## src/rtl/ex_stage.sv

```systemverilog
// RV32 execute stage: operand forwarding, single-cycle ALU, iterative mul/div FSM, EX/MEM register.
// Optional macro EX_MULDIV_EN enables ops 10-15; without it they retire as illegal with no write-back.
module ex_stage #(
  parameter int XLEN = 32
) (
  input  logic            clk,
  input  logic            reset,
  input  logic            inValid,
  input  logic [4:0]      rs1,
  input  logic [4:0]      rs2,
  input  logic [4:0]      rd,
  input  logic [XLEN-1:0] imm,
  input  logic [XLEN-1:0] rs1Data,
  input  logic [XLEN-1:0] rs2Data,
  input  logic            ALUSrc,
  input  logic [3:0]      ALUOp,
  input  logic            memRead,
  input  logic            memWrite,
  input  logic            memToReg,
  input  logic            regWrite,
  input  logic [4:0]      memWbRd,
  input  logic            memWbRegWrite,
  input  logic [XLEN-1:0] memWbResult,
  input  logic            flush,
  output logic            stall,
  output logic            exValid,
  output logic [XLEN-1:0] aluResult,
  output logic [XLEN-1:0] storeData,
  output logic [4:0]      rdOut,
  output logic            memReadOut,
  output logic            memWriteOut,
  output logic            memToRegOut,
  output logic            regWriteOut,
  output logic            illegalOp
);

  localparam logic [3:0] OP_ADD  = 4'd0;
  localparam logic [3:0] OP_SUB  = 4'd1;
  localparam logic [3:0] OP_SLL  = 4'd2;
  localparam logic [3:0] OP_SLT  = 4'd3;
  localparam logic [3:0] OP_SLTU = 4'd4;
  localparam logic [3:0] OP_XOR  = 4'd5;
  localparam logic [3:0] OP_SRL  = 4'd6;
  localparam logic [3:0] OP_SRA  = 4'd7;
  localparam logic [3:0] OP_OR   = 4'd8;
  localparam logic [3:0] OP_AND  = 4'd9;

  logic            ex_hit_a, ex_hit_b, wb_hit_a, wb_hit_b;
  logic [XLEN-1:0] op_a, fwd_b, op_b, alu_res, md_result, commit_res;
  logic [4:0]      shamt;
  logic            is_md, md_issue, md_busy, md_done, illegal, commit;

  // Loads in EX/MEM have no data yet, so only ALU results are forwarded from there.
  assign ex_hit_a = exValid && regWriteOut && !memToRegOut && (rdOut == rs1) && (rs1 != 5'd0);
  assign ex_hit_b = exValid && regWriteOut && !memToRegOut && (rdOut == rs2) && (rs2 != 5'd0);
  assign wb_hit_a = memWbRegWrite && (memWbRd == rs1) && (rs1 != 5'd0);
  assign wb_hit_b = memWbRegWrite && (memWbRd == rs2) && (rs2 != 5'd0);

  assign op_a  = ex_hit_a ? aluResult : (wb_hit_a ? memWbResult : rs1Data);
  assign fwd_b = ex_hit_b ? aluResult : (wb_hit_b ? memWbResult : rs2Data);
  assign op_b  = ALUSrc ? imm : fwd_b;
  assign shamt = op_b[4:0];
  assign is_md = ALUOp[3] & (ALUOp[2] | ALUOp[1]);

  always_comb begin
    alu_res = '0;
    case (ALUOp)
      OP_ADD:  alu_res = op_a + op_b;
      OP_SUB:  alu_res = op_a - op_b;
      OP_SLL:  alu_res = op_a << shamt;
      OP_SLT:  alu_res = {{(XLEN-1){1'b0}}, $signed(op_a) < $signed(op_b)};
      OP_SLTU: alu_res = {{(XLEN-1){1'b0}}, op_a < op_b};
      OP_XOR:  alu_res = op_a ^ op_b;
      OP_SRL:  alu_res = op_a >> shamt;
      OP_SRA:  alu_res = $unsigned($signed(op_a) >>> shamt);
      OP_OR:   alu_res = op_a | op_b;
      OP_AND:  alu_res = op_a & op_b;
      default: alu_res = '0;
    endcase
  end

`ifdef EX_MULDIV_EN
  localparam logic [1:0] S_IDLE = 2'd0;
  localparam logic [1:0] S_BUSY = 2'd1;
  localparam logic [1:0] S_DONE = 2'd2;

  logic [1:0]      state;
  logic [4:0]      cnt;
  logic [3:0]      md_op;
  logic [XLEN-1:0] a_lat, b_lat, acc, lo, dvs;
  logic [XLEN-1:0] acc_next, lo_next, a_mag, b_mag, quo, rem;
  logic [XLEN:0]   mul_sum, div_rs, div_diff;
  logic            div_ge, issue_signed, md_is_mul, md_signed;

  assign md_issue = (state == S_IDLE) && inValid && is_md;
  assign md_busy  = (state == S_BUSY);
  assign md_done  = (state == S_DONE);
  assign illegal  = 1'b0;

  // Divides run on magnitudes; DIV/REM (even codes) are the signed forms.
  assign issue_signed = !ALUOp[0];
  assign a_mag = (issue_signed && op_a[XLEN-1]) ? -op_a : op_a;
  assign b_mag = (issue_signed && op_b[XLEN-1]) ? -op_b : op_b;
  assign md_is_mul = !md_op[2];
  assign md_signed = !md_op[0];

  // acc:lo is the 64-bit product for multiply, remainder:quotient for divide.
  always_comb begin
    mul_sum  = {1'b0, acc} + (lo[0] ? {1'b0, dvs} : '0);
    div_rs   = {acc, lo[XLEN-1]};
    div_ge   = div_rs >= {1'b0, dvs};
    div_diff = div_rs - {1'b0, dvs};
    if (md_is_mul) begin
      {acc_next, lo_next} = {mul_sum, lo[XLEN-1:1]};
    end else begin
      acc_next = div_ge ? div_diff[XLEN-1:0] : div_rs[XLEN-1:0];
      lo_next  = {lo[XLEN-2:0], div_ge};
    end
  end

  always_comb begin
    quo = (md_signed && (a_lat[XLEN-1] ^ b_lat[XLEN-1])) ? -lo : lo;
    rem = (md_signed && a_lat[XLEN-1]) ? -acc : acc;
    md_result = '0;
    if (md_is_mul)              md_result = md_op[0] ? acc : lo;
    else if (b_lat == '0)       md_result = md_op[1] ? a_lat : '1;
    else                        md_result = md_op[1] ? rem : quo;
  end

  always_ff @(posedge clk) begin
    if (reset) begin
      state <= S_IDLE;
      cnt   <= 5'd0;
      md_op <= 4'd0;
      a_lat <= '0;
      b_lat <= '0;
      acc   <= '0;
      lo    <= '0;
      dvs   <= '0;
    end else if (flush) begin
      state <= S_IDLE;
      cnt   <= 5'd0;
    end else begin
      case (state)
        S_IDLE: if (md_issue) begin
          state <= S_BUSY;
          cnt   <= 5'd0;
          md_op <= ALUOp;
          a_lat <= op_a;
          b_lat <= op_b;
          acc   <= '0;
          lo    <= ALUOp[2] ? a_mag : op_b;
          dvs   <= ALUOp[2] ? b_mag : op_a;
        end
        S_BUSY: begin
          acc <= acc_next;
          lo  <= lo_next;
          cnt <= cnt + 5'd1;
          if (cnt == 5'd31) state <= S_DONE;
        end
        default: state <= S_IDLE;
      endcase
    end
  end
`else
  assign md_issue  = 1'b0;
  assign md_busy   = 1'b0;
  assign md_done   = 1'b0;
  assign illegal   = is_md;
  assign md_result = '0;
`endif

  assign stall      = !flush && (md_issue || md_busy);
  assign commit     = !flush && (md_done || (inValid && !md_issue && !md_busy));
  assign commit_res = md_done ? md_result : alu_res;

  // Anything that is not a commit writes a bubble; result and rd are left as they were.
  always_ff @(posedge clk) begin
    if (reset) begin
      exValid     <= 1'b0;
      aluResult   <= '0;
      storeData   <= '0;
      rdOut       <= 5'd0;
      memReadOut  <= 1'b0;
      memWriteOut <= 1'b0;
      memToRegOut <= 1'b0;
      regWriteOut <= 1'b0;
      illegalOp   <= 1'b0;
    end else if (commit) begin
      exValid     <= 1'b1;
      aluResult   <= commit_res;
      storeData   <= fwd_b;
      rdOut       <= rd;
      memReadOut  <= memRead;
      memWriteOut <= memWrite;
      memToRegOut <= memToReg;
      regWriteOut <= regWrite && !illegal;
      illegalOp   <= illegal;
    end else begin
      exValid     <= 1'b0;
      memReadOut  <= 1'b0;
      memWriteOut <= 1'b0;
      memToRegOut <= 1'b0;
      regWriteOut <= 1'b0;
      illegalOp   <= 1'b0;
    end
  end

endmodule

```

## config.mk

```make
export PLATFORM = sky130hd
export DESIGN_NAME = ex_stage
export DESIGN_NICKNAME = d
export VERILOG_FILES = /design/src/rtl/ex_stage.sv
export SDC_FILE = /design/constraint.sdc
export NUM_CORES = 1
export LEC_CHECK = 0
export ABC_AREA = 1
export CELL_PAD_IN_SITES_DETAIL_PLACEMENT = 2
export CELL_PAD_IN_SITES_GLOBAL_PLACEMENT = 2
export CORE_MARGIN = 2
export CORE_UTILIZATION = 25
export CTS_CLUSTER_SIZE = 10
export DETAILED_ROUTE_END_ITERATION = 8
export GPL_ROUTABILITY_DRIVEN = 0
export PLACE_DENSITY = 0.87
export SYNTH_ARGS = -nofsm -noshare
export SYNTH_HDL_FRONTEND = slang
export SYNTH_SLANG_ARGS = --single-unit
```

## constraint.sdc

```tcl
create_clock -name clk -period 4.7 [get_ports clk]
set_clock_uncertainty 0.1 [all_clocks]
set_input_delay 0.94 -clock clk [delete_from_list [all_inputs] [get_ports clk]]
set_output_delay 0.94 -clock clk [all_outputs]
set_load 0.01 [all_outputs]
```

==> flow_summary.json, run 1 <==
{
  "run_status": "stopped before the end",
  "stop_stage": "5_1_grt",
  "firstError": "[ERROR GRT-0116] Global routing finished with congestion. Check the congestion regions in the DRC Viewer.",
  "ys.flop_type": "dfxtp_1",
  "synthArstFlopShare": 0,
  "ys_types": 53,
  "yosysSeqAreaShare": 0.107,
  "synth_fp_nets": 2897,
  "grt_pass1_vias": 37700,
  "synth_area_leaders": "nand2_1 19%, nand3_1 14%, dfxtp_1 11%, ha_1 8.6%, inv_1 8.1%",
  "cts_max_path_buffers": 2,
  "ios": 238,
  "hold_buffers": 0,
  "synth_area_mm2": 0.0141,
  "avgSynthCellArea_um2": 5.34,
  "port_buffers": 236,
  "grt_max_degree": 70,
  "synth_edf_count": 0,
  "postSynthCellCount": 2636,
  "yosysWarnings": 0,
  "yosys.area.top_type": "nand2_1",
  "numCtsBuffers": 9,
  "rows": 87,
  "grt_pass1_wl_mm": 339,
  "h-tree-depth": 3,
  "cts_sinks": 75,
  "die_width_um": 241,
  "initial_utilization": 0.251,
  "ys_ff_latch": 75,
  "track_usage": 0.799,
  "clock-root-buffer": "clkbuf_16",
  "hpwl_mm": 115,
  "grt_overflow": 1133,
  "synth_top_area_frac": 0.191,
  "dieHeight_um": 241
}
[routing by layer]
metal / overflow / GRT usage
met5: 1 / 0.414
met4: 312 / 0.776
met3: 36 / 0.643
met2: 751 / 0.989
met1: 33 / 0.785
[cell usage after synthesis, types with 6 or more instances]
master / n
or2_2: 36
nand4_1: 15
a31oi_1: 13
nand2_2: 18
nor3_1: 18
o22ai_1: 40
xor2_1: 8
a21boi_0: 7
a221oi_1: 7
nand3_2: 13
o211ai_1: 20
nor4_1: 7
o31ai_1: 6
a21o_1: 7
a21oi_1: 161
inv_2: 18
clkbuf_1: 64
o21a_1: 7
nor2_1: 242
xnor2_1: 6
nand3_1: 386
o21ai_0: 172
nand2_1: 718
ha_1: 97
buf_4: 13
inv_1: 305
buf_2: 53
o21ai_1: 27
o221ai_1: 8
o21bai_1: 6
dfxtp_1: 75
buf_6: 8
buf_1: 6
[cells by family after synthesis]
family	share of synthesized area
fa+ha+maj	0.0890
compound gates	0.203
simple gates	0.455
xor+xnor	0.00870
other cells	0.000266
flops	0.107
buf+inv	0.138
[per-stage QoR]
stage | util | worst slack, ns | hold WS [ns] | instance area [um^2] | cells
after floorplan | - | 0.143 | 0.402 | 14100 | 2636
after detailed placement | 0.373 | -2.48 | 0.391 | 20900 | 4026
after global placement | 0.373 | -1.68 | 0.377 | 20900 | 4026
after CTS | 0.449 | -0.123 | 0.407 | 25200 | 4174
[repair_timing]
action                     CTS
setup endpoints to repair   32
gates resized for setup    839
gates cloned                 8
pin swaps                  195
buffers inserted           134
==> run 2, diff against run 1 <==
==> config.mk (replaced) <==
export PLATFORM = sky130hd
export DESIGN_NAME = ex_stage
export DESIGN_NICKNAME = d
export VERILOG_FILES = /design/src/rtl/ex_stage.sv
export SDC_FILE = /design/constraint.sdc
export NUM_CORES = 1
export LEC_CHECK = 0
export ABC_AREA = 1
export CORE_MARGIN = 2
export CORE_UTILIZATION = 30
export DETAILED_ROUTE_END_ITERATION = 8
export GPL_ROUTABILITY_DRIVEN = 0
export PLACE_DENSITY_LB_ADDON = 0.15
export SYNTH_ARGS = -nofsm -noshare
export SYNTH_HDL_FRONTEND = slang
export SYNTH_SLANG_ARGS = --single-unit
==> constraint.sdc (replaced) <==
create_clock -name clk -period 6.1 [get_ports clk]
set_clock_uncertainty 0.1 [all_clocks]
set_input_delay 1.22 -clock clk [delete_from_list [all_inputs] [get_ports clk]]
set_output_delay 1.22 -clock clk [all_outputs]
set_load 0.01 [all_outputs]
==> run 2 against run 1 <==
The run now ends clean. Synthesized cell count unchanged. Area after synthesis unchanged.
==> flow_summary.json, run 2 <==
{
  "pre_cts_slack_ns": -0.253,
  "cellPowerDensity_mw_per_mm2": 157,
  "cts_max_path_buffers": 2,
  "yosys.area.top_type": "nand2_1",
  "reg2reg_depth": 24,
  "start_kind": "input pin",
  "synth.most_common_cell": "nand2_1",
  "coreArea_mm2": 0.0465,
  "insertion_delay_ns": 0.37,
  "rrSetupSlack_ns": 1.21,
  "comb_power_share": 0.613,
  "clock-root-buffer": "clkbuf_16",
  "postCtsSetupRepairBufs": 0,
  "dieHeight_um": 221,
  "p_int_w": 0.00151,
  "drive_gt1_frac": 0.124,
  "ant_nets": 0,
  "grt_pass1_vias": 18500,
  "min_to": "aluResult[18]",
  "fin_crit_ns": 5.84,
  "ir_drop_uv": 99.8,
  "final_hold_viol_count": 0,
  "required_ns": 6.21,
  "post_drt_wl_per_cell_um": 21.8,
  "synth_fp_nets": 2897,
  "hold_path_startpoint": "aluResult[18]",
  "power.leakage_nw": 9.22,
  "rows": 79,
  "fin_hold_ws_ns": 0.394,
  "ctsResizeCount": 0,
  "drv_cap": 0,
  "critical_path_class": "in -> reg",
  "slew_viol_final": 0,
  "largestRegisters": "aluResult x32, storeData x32, rdOut x5",
  "netlist_top_cells_count": "718 x nand2_1, 386 x nand3_1, 305 x inv_1, 242 x nor2_1, 172 x o21ai_0",
  "hp-class": "reg -> reg",
  "worstMarginPinSlew_ns": 1.04,
  "cp-end-kind": "flip-flop",
  "drt_first_iter_violations": 2687,
  "avgSynthCellArea_um2": 5.34,
  "rsz0062_at_grt": "no",
  "die_width_um": 221,
  "fin_crit_sh": 0.958,
  "max_slew_margin": 0.299,
  "cp-startpoint": "rs2[3]",
  "run_status": "complete, no violations",
  "fin_nets": 3238,
  "vias": 20000,
  "initial_utilization": 0.303,
  "p_sw_w": 0.00142,
  "finalWirelength_mm": 78.4,
  "synth_area_mm2": 0.0141,
  "power_frac_clock": 0.200,
  "postSynthCellCount": 2636,
  "h-tree-depth": 3,
  "synth_edf_count": 0,
  "setup_ws_ns": 0.259,
  "cts_tree": "built",
  "yosysWarnings": 0,
  "synth_area_leaders": "nand2_1 19%, nand3_1 14%, dfxtp_1 11%, ha_1 8.6%, inv_1 8.1%",
  "ys_types": 53,
  "seq_power_share": 0.187,
  "layout_commonest_cell": "nand2_1",
  "regToRegEndpoint": "aluResult[17]",
  "clkTransAtPathRegs_ns": 0.06,
  "yosysSeqAreaShare": 0.107,
  "viasPerCell": 5.57,
  "cts_sinks": 75,
  "ys.flop_type": "dfxtp_1",
  "first_pass_iters": 6,
  "numCtsBuffers": 9,
  "reg2reg_from": "regWriteOut",
  "areaGrowthSynthToFinish_pct": 32.5,
  "fmax_ghz": 0.171,
  "port_buffers": 236,
  "synthArstFlopShare": 0,
  "netSwitchingFraction": 0.484,
  "ys_ff_latch": 75,
  "ios": 238,
  "die_area_mm2": 0.0487,
  "arrival_ns": 5.95,
  "layout_common_cells": "716 x nand2_1, 386 x nand3_1, 305 x inv_1",
  "grt_overflow": 0,
  "hold_buffers": 0,
  "hpwl_mm": 63.8,
  "holdPathStages": 2,
  "track_usage": 0.316,
  "synth_top_area_frac": 0.191,
  "setup_viol": 0,
  "grt_max_degree": 70,
  "antenna_found_initial": 0,
  "drc_errors": 0,
  "path_max_fanout": 18,
  "grt_pass1_wl_mm": 116
}
==> run 2: worst max path at each step <==
| stage | end | depth (start not counted) | slack (ns) |
|---|---|---|---|
| after detailed placement | aluResult[30] | 27 | -0.25 |
| after global placement | aluResult[30] | 27 | -0.28 |
| after floorplan | aluResult[22] | 34 | 1.26 |
| final | aluResult[17] | 24 | 0.26 |
| after CTS | aluResult[30] | 27 | 0.13 |
| after global routing | aluResult[17] | 24 | 0.04 |
==> run 2: per-stage QoR <==
stage          area (um^2)  TNS [ns]  cells  utilization  power, W
2_1_floorplan        14100         0   2636            -   0.00150
3_3_place_gp         18300     -1.08   3573        0.395   0.00229
3_5_place_dp         18300    -0.947   3573        0.395   0.00229
4_1_cts              18600         0   3589        0.401   0.00288
5_1_grt              18700         0   3589        0.402   0.00309
6_report             18700         0   3590        0.402   0.00293
==> run 2: cell families (layout without fill, tap and decap cells) <==
kind of cell | count (synthesis) | in the layout | share of synthesized area
AOI/OAI and AO/OA | 502 | 502 | 0.203
xor gates and xnor gates | 14 | 14 | 0.00870
adders and majority gates | 99 | 99 | 0.0890
buffers and inverters | 470 | 816 | 0.138
DFF | 75 | 75 | 0.107
other | 1 | 2 | 0.000266
and+or+nand+nor | 1475 | 1475 | 0.455
==> run 2: routing by layer <==
layer  GRT usage  routed length (um)  up-vias
met4       0.169                4920        0
met3      0.0579                8770      198
li1            -                   -     9333
met1       0.431               32500     9135
met5           0                   0        -
met2       0.470               32200     1347
==> run 2: area by class of cell <==
| cell class | count | area [um^2] |
|---|---|---|
| Tap cell | 607 | 759 |
| Antenna cell | 1 | 2.50 |
| Clock inverter | 7 | 75.1 |
| Timing Repair Buffer | 474 | 4180 |
| Multi-Input combinational cell | 2091 | 10700 |
| Clock buffer | 9 | 225 |
| Sequential cell | 75 | 1500 |
| Fill cell | 5163 | 27800 |
| Inverter | 326 | 1230 |
==> run 2: power groups by stage <==
stage / logic, W / clock network [W] / registers (W)
after global routing: 0.00193 / 0.000610 / 0.000550
after floorplan: 0.000943 / 0 / 0.000558
after global placement: 0.00173 / 0 / 0.000558
final: 0.00180 / 0.000588 / 0.000548
after detailed placement: 0.00173 / 0 / 0.000557
after CTS: 0.00174 / 0.000595 / 0.000547
==> run 2: worst max-delay path, cell delays in order <==
cell and delay (ns):
clkdlybuf4s50_1 0.53, xnor2_1 0.13, nand2_1 0.09, nor2_2 0.16
nand2_4 0.17, buf_4 0.24, o21ai_0 0.09, o22ai_1 0.12
o21ai_0 0.24, inv_1 0.08, ha_1 0.46, inv_1 0.14
o21ai_0 0.32, a21oi_1 0.11, o21ai_0 0.23, buf_4 0.18
a21oi_1 0.06, o21ai_0 0.23, xor2_1 0.16, o21ai_0 0.12
a21oi_1 0.24, nand2_1 0.10, o21ai_1 0.41, a21oi_1 0.13
No activity file was read; power rests on OpenSTA's default activity.
